`config.mk`:
```
export PLATFORM = sky130hd
export DESIGN_NAME = pcs_decoder_rx
export DESIGN_NICKNAME = d
export VERILOG_FILES = /design/src/rtl/pcs_decoder_rx.sv
export SDC_FILE = /design/constraint.sdc
export NUM_CORES = 1
export LEC_CHECK = 0
export CORE_MARGIN = 2
export CORE_UTILIZATION = 45
export DETAILED_ROUTE_END_ITERATION = 10
export PLACE_DENSITY = 0.75
export SLEW_MARGIN = 20
export SYNTH_ARGS = -nofsm -noshare
export SYNTH_HDL_FRONTEND = slang
export SYNTH_SLANG_ARGS = --single-unit
export TNS_END_PERCENT = 50
```
`constraint.sdc`:
```
create_clock -name i_clock -period 3.7 [get_ports i_clock]
set_input_delay 0.555 -clock i_clock [delete_from_list [all_inputs] [get_ports i_clock]]
set_output_delay 0.555 -clock i_clock [all_outputs]
set_load 0.1 [all_outputs]
```
`src/rtl/pcs_decoder_rx.sv`:
```
// pcs_decoder_rx -- 64b/66b receive decoder for the 100GbE PCS.
//
// Takes one 66-bit coded block per enabled cycle, classifies it as
// D / S / C / T / E, runs the RX state machine and emits one CGMII word
// (64-bit data, byte 0 in [63:56], plus an 8-bit control mask, bit 7 =
// byte 0) two clocks after the block strobe.
//
// Ports:
//   i_clock      clock
//   i_reset      synchronous, active-high reset
//   i_enable     block strobe; i_rx_coded is valid this cycle
//   i_rx_coded   coded block: [65:64] sync header, [63:56] block type
//   o_rx_data    decoded CGMII data
//   o_rx_ctrl    CGMII control mask, 1 = control character
//   o_valid      one-cycle pulse when o_rx_data/o_rx_ctrl are updated
//   o_r_type     class of emitted block {D,S,C,T}; 4'b0000 = E
//   o_state      current RX state (debug)
//   o_err_count  saturating count of emitted error blocks
//                (only when PCS_DECODER_ERR_CNT_EN is defined)

module pcs_decoder_rx #(
  parameter int LEN_CODED_BLOCK = 66,
  parameter int LEN_RX_DATA     = 64,
  parameter int LEN_RX_CTRL     = 8
) (
  input  logic                       i_clock,
  input  logic                       i_reset,
  input  logic                       i_enable,
  input  logic [LEN_CODED_BLOCK-1:0] i_rx_coded,
  output logic [LEN_RX_DATA-1:0]     o_rx_data,
  output logic [LEN_RX_CTRL-1:0]     o_rx_ctrl,
  output logic                       o_valid,
  output logic [3:0]                 o_r_type,
  output logic [2:0]                 o_state
`ifdef PCS_DECODER_ERR_CNT_EN
  ,
  output logic [15:0]                o_err_count
`endif
);

  typedef enum logic [2:0] {
    RX_INIT = 3'd0,
    RX_C    = 3'd1,
    RX_D    = 3'd2,
    RX_T    = 3'd3,
    RX_E    = 3'd4
  } rx_state_t;

  localparam logic [3:0] CLS_D = 4'b1000;
  localparam logic [3:0] CLS_S = 4'b0100;
  localparam logic [3:0] CLS_C = 4'b0010;
  localparam logic [3:0] CLS_T = 4'b0001;
  localparam logic [3:0] CLS_E = 4'b0000;

  localparam logic [63:0] IDLE_WORD  = {8{8'h07}};
  localparam logic [63:0] ERROR_WORD = {8{8'hFE}};

  // Stage 1
  logic [LEN_CODED_BLOCK-1:0] blk_q;
  logic                       stage_valid;

  // Stage 2
  rx_state_t   state;
  rx_state_t   nxt_state;
  logic [63:0] dec_data;
  logic [7:0]  dec_ctrl;
  logic [3:0]  dec_class;

  logic [1:0]  sync_hdr;
  logic [7:0]  blk_type;
  logic [55:0] payload;
  logic [63:0] term_data;
  logic [6:0]  ch;
  logic [2:0]  term_k;
  logic        is_term;
  logic        bad;
  logic [7:0]  os_code;

`ifdef PCS_DECODER_ERR_CNT_EN
  logic [15:0] err_cnt;
  assign o_err_count = err_cnt;
`endif

  function automatic logic char_ok(input logic [6:0] c);
    return (c == 7'h00) || (c == 7'h1E);
  endfunction

  function automatic logic [7:0] char_to_byte(input logic [6:0] c);
    return (c == 7'h1E) ? 8'hFE : 8'h07;
  endfunction

  // Block classification and payload expansion
  always_comb begin
    sync_hdr  = blk_q[65:64];
    blk_type  = blk_q[63:56];
    payload   = blk_q[55:0];
    // Left-aligned payload so terminate data byte i sits at [63-8i -: 8]
    term_data = {payload, 8'h00};
    ch        = '0;
    bad       = 1'b0;
    os_code   = 8'h00;
    dec_data  = '0;
    dec_ctrl  = '1;
    dec_class = CLS_E;
    is_term   = 1'b1;
    term_k    = 3'd0;

    case (blk_type)
      8'h87:   term_k = 3'd0;
      8'h99:   term_k = 3'd1;
      8'hAA:   term_k = 3'd2;
      8'hB4:   term_k = 3'd3;
      8'hCC:   term_k = 3'd4;
      8'hD2:   term_k = 3'd5;
      8'hE1:   term_k = 3'd6;
      8'hFF:   term_k = 3'd7;
      default: is_term = 1'b0;
    endcase

    if (sync_hdr == 2'b01) begin
      dec_data  = blk_q[63:0];
      dec_ctrl  = 8'h00;
      dec_class = CLS_D;
    end else if (sync_hdr == 2'b10) begin
      if (blk_type == 8'h1E) begin
        dec_class = CLS_C;
        dec_ctrl  = 8'hFF;
        for (int unsigned i = 0; i < 8; i++) begin
          ch = payload[7*(7-i) +: 7];
          dec_data[63-8*i -: 8] = char_to_byte(ch);
          if (!char_ok(ch)) bad = 1'b1;
        end
      end else if (blk_type == 8'h78) begin
        dec_class = CLS_S;
        dec_ctrl  = 8'h80;
        dec_data  = {8'hFB, payload};
      end else if (blk_type == 8'h4B) begin
        dec_class = CLS_C;
        dec_ctrl  = 8'h8F;
        if (blk_q[31:28] == 4'h0)      os_code = 8'h9C;
        else if (blk_q[31:28] == 4'hF) os_code = 8'h5C;
        else                           bad = 1'b1;
        if (blk_q[27:0] != '0) bad = 1'b1;
        dec_data = {os_code, blk_q[55:32], IDLE_WORD[31:0]};
      end else if (is_term) begin
        dec_class = CLS_T;
        dec_ctrl  = 8'hFF >> term_k;
        // Chars always occupy the low end of the payload; pad bits
        // between the data bytes and the chars are never inspected.
        for (int unsigned i = 0; i < 8; i++) begin
          if (i < 32'(term_k)) begin
            dec_data[63-8*i -: 8] = term_data[63-8*i -: 8];
          end else if (i == 32'(term_k)) begin
            dec_data[63-8*i -: 8] = 8'hFD;
          end else begin
            ch = payload[7*(7-i) +: 7];
            dec_data[63-8*i -: 8] = char_to_byte(ch);
            if (!char_ok(ch)) bad = 1'b1;
          end
        end
      end else begin
        bad = 1'b1;
      end
    end else begin
      bad = 1'b1;
    end

    if (bad) dec_class = CLS_E;
  end

  // RX state transitions
  always_comb begin
    nxt_state = RX_E;
    case (state)
      RX_INIT, RX_C, RX_T: begin
        if (dec_class == CLS_C)      nxt_state = RX_C;
        else if (dec_class == CLS_S) nxt_state = RX_D;
        else                         nxt_state = RX_E;
      end
      RX_D: begin
        if (dec_class == CLS_D)      nxt_state = RX_D;
        else if (dec_class == CLS_T) nxt_state = RX_T;
        else                         nxt_state = RX_E;
      end
      RX_E: begin
        if (dec_class == CLS_C)                              nxt_state = RX_C;
        else if (dec_class == CLS_S || dec_class == CLS_D)   nxt_state = RX_D;
        else if (dec_class == CLS_T)                         nxt_state = RX_T;
        else                                                 nxt_state = RX_E;
      end
      default: nxt_state = RX_E;
    endcase
  end

  always_ff @(posedge i_clock) begin
    if (i_reset) begin
      blk_q       <= '0;
      stage_valid <= 1'b0;
      state       <= RX_INIT;
      o_rx_data   <= IDLE_WORD;
      o_rx_ctrl   <= '1;
      o_valid     <= 1'b0;
      o_r_type    <= CLS_E;
`ifdef PCS_DECODER_ERR_CNT_EN
      err_cnt     <= '0;
`endif
    end else begin
      stage_valid <= i_enable;
      if (i_enable) blk_q <= i_rx_coded;

      o_valid <= stage_valid;
      if (stage_valid) begin
        state <= nxt_state;
        if (nxt_state == RX_E) begin
          o_rx_data <= ERROR_WORD;
          o_rx_ctrl <= '1;
          o_r_type  <= CLS_E;
`ifdef PCS_DECODER_ERR_CNT_EN
          if (err_cnt != '1) err_cnt <= err_cnt + 16'd1;
`endif
        end else begin
          o_rx_data <= dec_data;
          o_rx_ctrl <= dec_ctrl;
          o_r_type  <= dec_class;
        end
      end
    end
  end

  assign o_state = state;

endmodule

```
==> out/metrics.yaml <==
status: "finished clean"
final_common_cell: "nor2_1"
htreeDepth: 4
synth_cell_type_count: 66
finalMaxSlewViolations: 0
clk_latency_ps: 430
syn_nets: 964
synth_cells: 895
layout_common_cells: "nor2_1 (173), dfxtp_1 (146), clkdlybuf4s50_1 (146)"
min_from: "o_r_type[0]"
antenna_cells: 0
num_rows: 46
ant_nets: 0
post-route-min-period_ps: 3240
postLayoutCoreUtil_pct: 60.6
grtUsageTotal_pct: 28.1
rsz0062_at_grt: "false"
syn_area_sq_um: 7370
finalNonFillerCells: 1248
die_w_um: 132
path_buf_inv: 0
synth_edf_count: 0
worst_setup_path_end_kind: "flop"
p_per_area_nw_per_um2: 444
max_cap_viol_count: 0
antenna_found_initial: 0
finalSetupTns_ps: 0
die-area_sq_um: 17400
die_h_um: 132
relSlewSlack_pct: 33.8
hp-class: "reg -> reg"
place_congestion: 1.01
drc: 0
irDropWorstVdd_mv: 0.313
worstSetupPathType: "reg -> reg"
cts.repair.resized: 0
hold_viol_final: 0
critical-path-top-delay-family: "simple AND/OR/NAND/NOR gates"
dpl.hpwl_mm: 18.0
drt_wl_total_mm: 25.2
cts_setup_buffers: 0
fmax_mhz: 309
ys_warn_count: 0
async_reset_ff_share_pct: 0
core_area_sq_um: 15900
synth-seq-cells: 147
cts_root_buffer: "clkbuf_16"
synth_flop_cell: "dfxtp_1"
post-route-period-util_pct: 87.5
finalSetupViolations: 0
grt_max_degree: 65
vias: 7624
hold_buffers: 0
worstReg2RegStart: "blk_q[62]"
critPathSlowestCell: "a221oi_1"
clkTransAtPathRegs_ps: 60
first_pass_iters: 5
io_buffers: 148
drt_iter0_markers: 855
cts_tree: "built"
grt_pass1_vias: 6816
slowest_delay_ps: 690
max_slew.worst_pin.slew_ps: 990
synthToLayoutAreaGrowth_pct: 31.1
cts_max_path_buffers: 2
syn_area_per_cell_sq_um: 8.23
yosysSeqAreaShare_pct: 40.0
routed_via_density: 6.11
cts_sinks: 147
crit_fanout: 14
path_cells: "nand2_1 > or4_1 > and3_1 > and2_1 > o22ai_1 > nor2_1 > a221oi_1 > o31ai_4"
startpoint_type: "flop"
clock-skew-final_ps: 8.50
cts-buffers-inserted: 17
leakage_uw: 0.00361
nets: 1088
setup.worst_path.start: "blk_q[62]"
crit_required_ps: 3980
wire_per_inst_um: 20.2
initial_utilization_pct: 46.2
total_power_uw: 4280
cp_data_arrival_time_ps: 3520
num_io_pins: 149
grt_pass1_wl_mm: 38.9
overflow: 0
post-place-cells: 1216
drive_gt1_share_pct: 7.27
[worst reg2reg max path: stages, from the launching register on]
cell	delay, ps
dfxtp_1	580
nand2_1	110
or4_1	640
and3_1	410
and2_1	370
o22ai_1	180
nor2_1	60
a221oi_1	690
o31ai_4	60
[cells in the mapped netlist, types with 3 or more instances]
cell type,instances,area [sq um]
a21o_1,5,37.5
o22a_1,6,52.6
nand2b_1,5,31.3
o2111ai_1,6,52.6
a21oi_1,80,400
o21ai_0,46,230
clkbuf_1,51,191
nor3_1,10,50.1
a22oi_1,10,75.1
a31oi_1,22,138
and2_1,7,43.8
o31ai_1,5,37.5
o31ai_4,3,63.8
o21a_1,11,82.6
o32a_1,3,30.0
nand4_1,5,31.3
inv_1,4,15.0
mux2i_1,66,661
a221oi_1,3,26.3
nand2_1,47,176
or4_1,4,30.0
and4_1,8,70.1
nor2_1,173,649
nor2b_1,9,56.3
or3_1,5,31.3
o22ai_1,7,43.8
a311oi_1,30,263
and4bb_2,5,62.6
dfxtp_1,147,2940
a2bb2oi_1,5,43.8
nor4_1,12,75.1
o221ai_1,3,26.3
o211ai_1,6,45.0
nand3_1,15,75.1
a211oi_1,18,135
buf_2,9,45.0
buf_1,7,26.3
[layer usage]
metal	wire, um	up-vias	GRT usage [%]
met5	0	-	0
met4	462	0	8.94
met3	2290	30	5.81
met2	11000	402	41.5
met1	11500	3609	41.0
li1	-	3583	-
[power by group]
part	internal [uW]	switching, uW	total, uW	leakage, uW
registers	1670	95.0	1760	0.00121
clock network	1100	690	1790	0.000285
logic	239	499	738	0.00211
[cell type report]
type                       count  area (sq um)
timing repair buffer         176          1700
fill                        1433          6290
sequential                   147          2940
tap                          216           270
clock inverter                12           155
multi-input combinational    672          4110
inverter                       5          18.8
clock buffer                  20           457
[stage by stage]
step	worst slack, ps	cell area, sq um	hold WS, ps
finish	463	9660	447
global route	324	9660	487
CTS	528	9660	453
detailed placement	553	9040	445
global placement	514	9040	439
floorplan	1020	7370	502
[state kept, by name, indices dropped and copies added (netlist names)]
name and count:
blk_q 66, o_r_type 4, o_rx_ctrl 8, o_rx_data 64, o_state 3, o_valid 1, stage_valid 1
[logic make-up (layout without fill, tap and decap cells)]
kind of cell           after synthesis  after routing  synth area share [%]
buffers and inverters               76            213                  4.33
AND/OR/NAND/NOR                    318            318                  20.2
XOR/XNOR                             1              1                 0.119
flip-flops                         147            147                  40.0
multiplexers                        66             66                  8.97
AO/OA/AOI/OAI                      287            287                  26.4
[worst paths after layout]
| kind | endpoint | slack (ps) | depth (start not counted) |
|---|---|---|---|
| worst max-delay path | o_rx_data[40] | 460 | 8 |
| worst min-delay path | o_r_type[0] | 450 | 2 |
| worst max register to register | o_rx_data[40] | 460 | 8 |
| worst min register to register | o_r_type[0] | 450 | 2 |
Power figures use the tool's default switching activity.
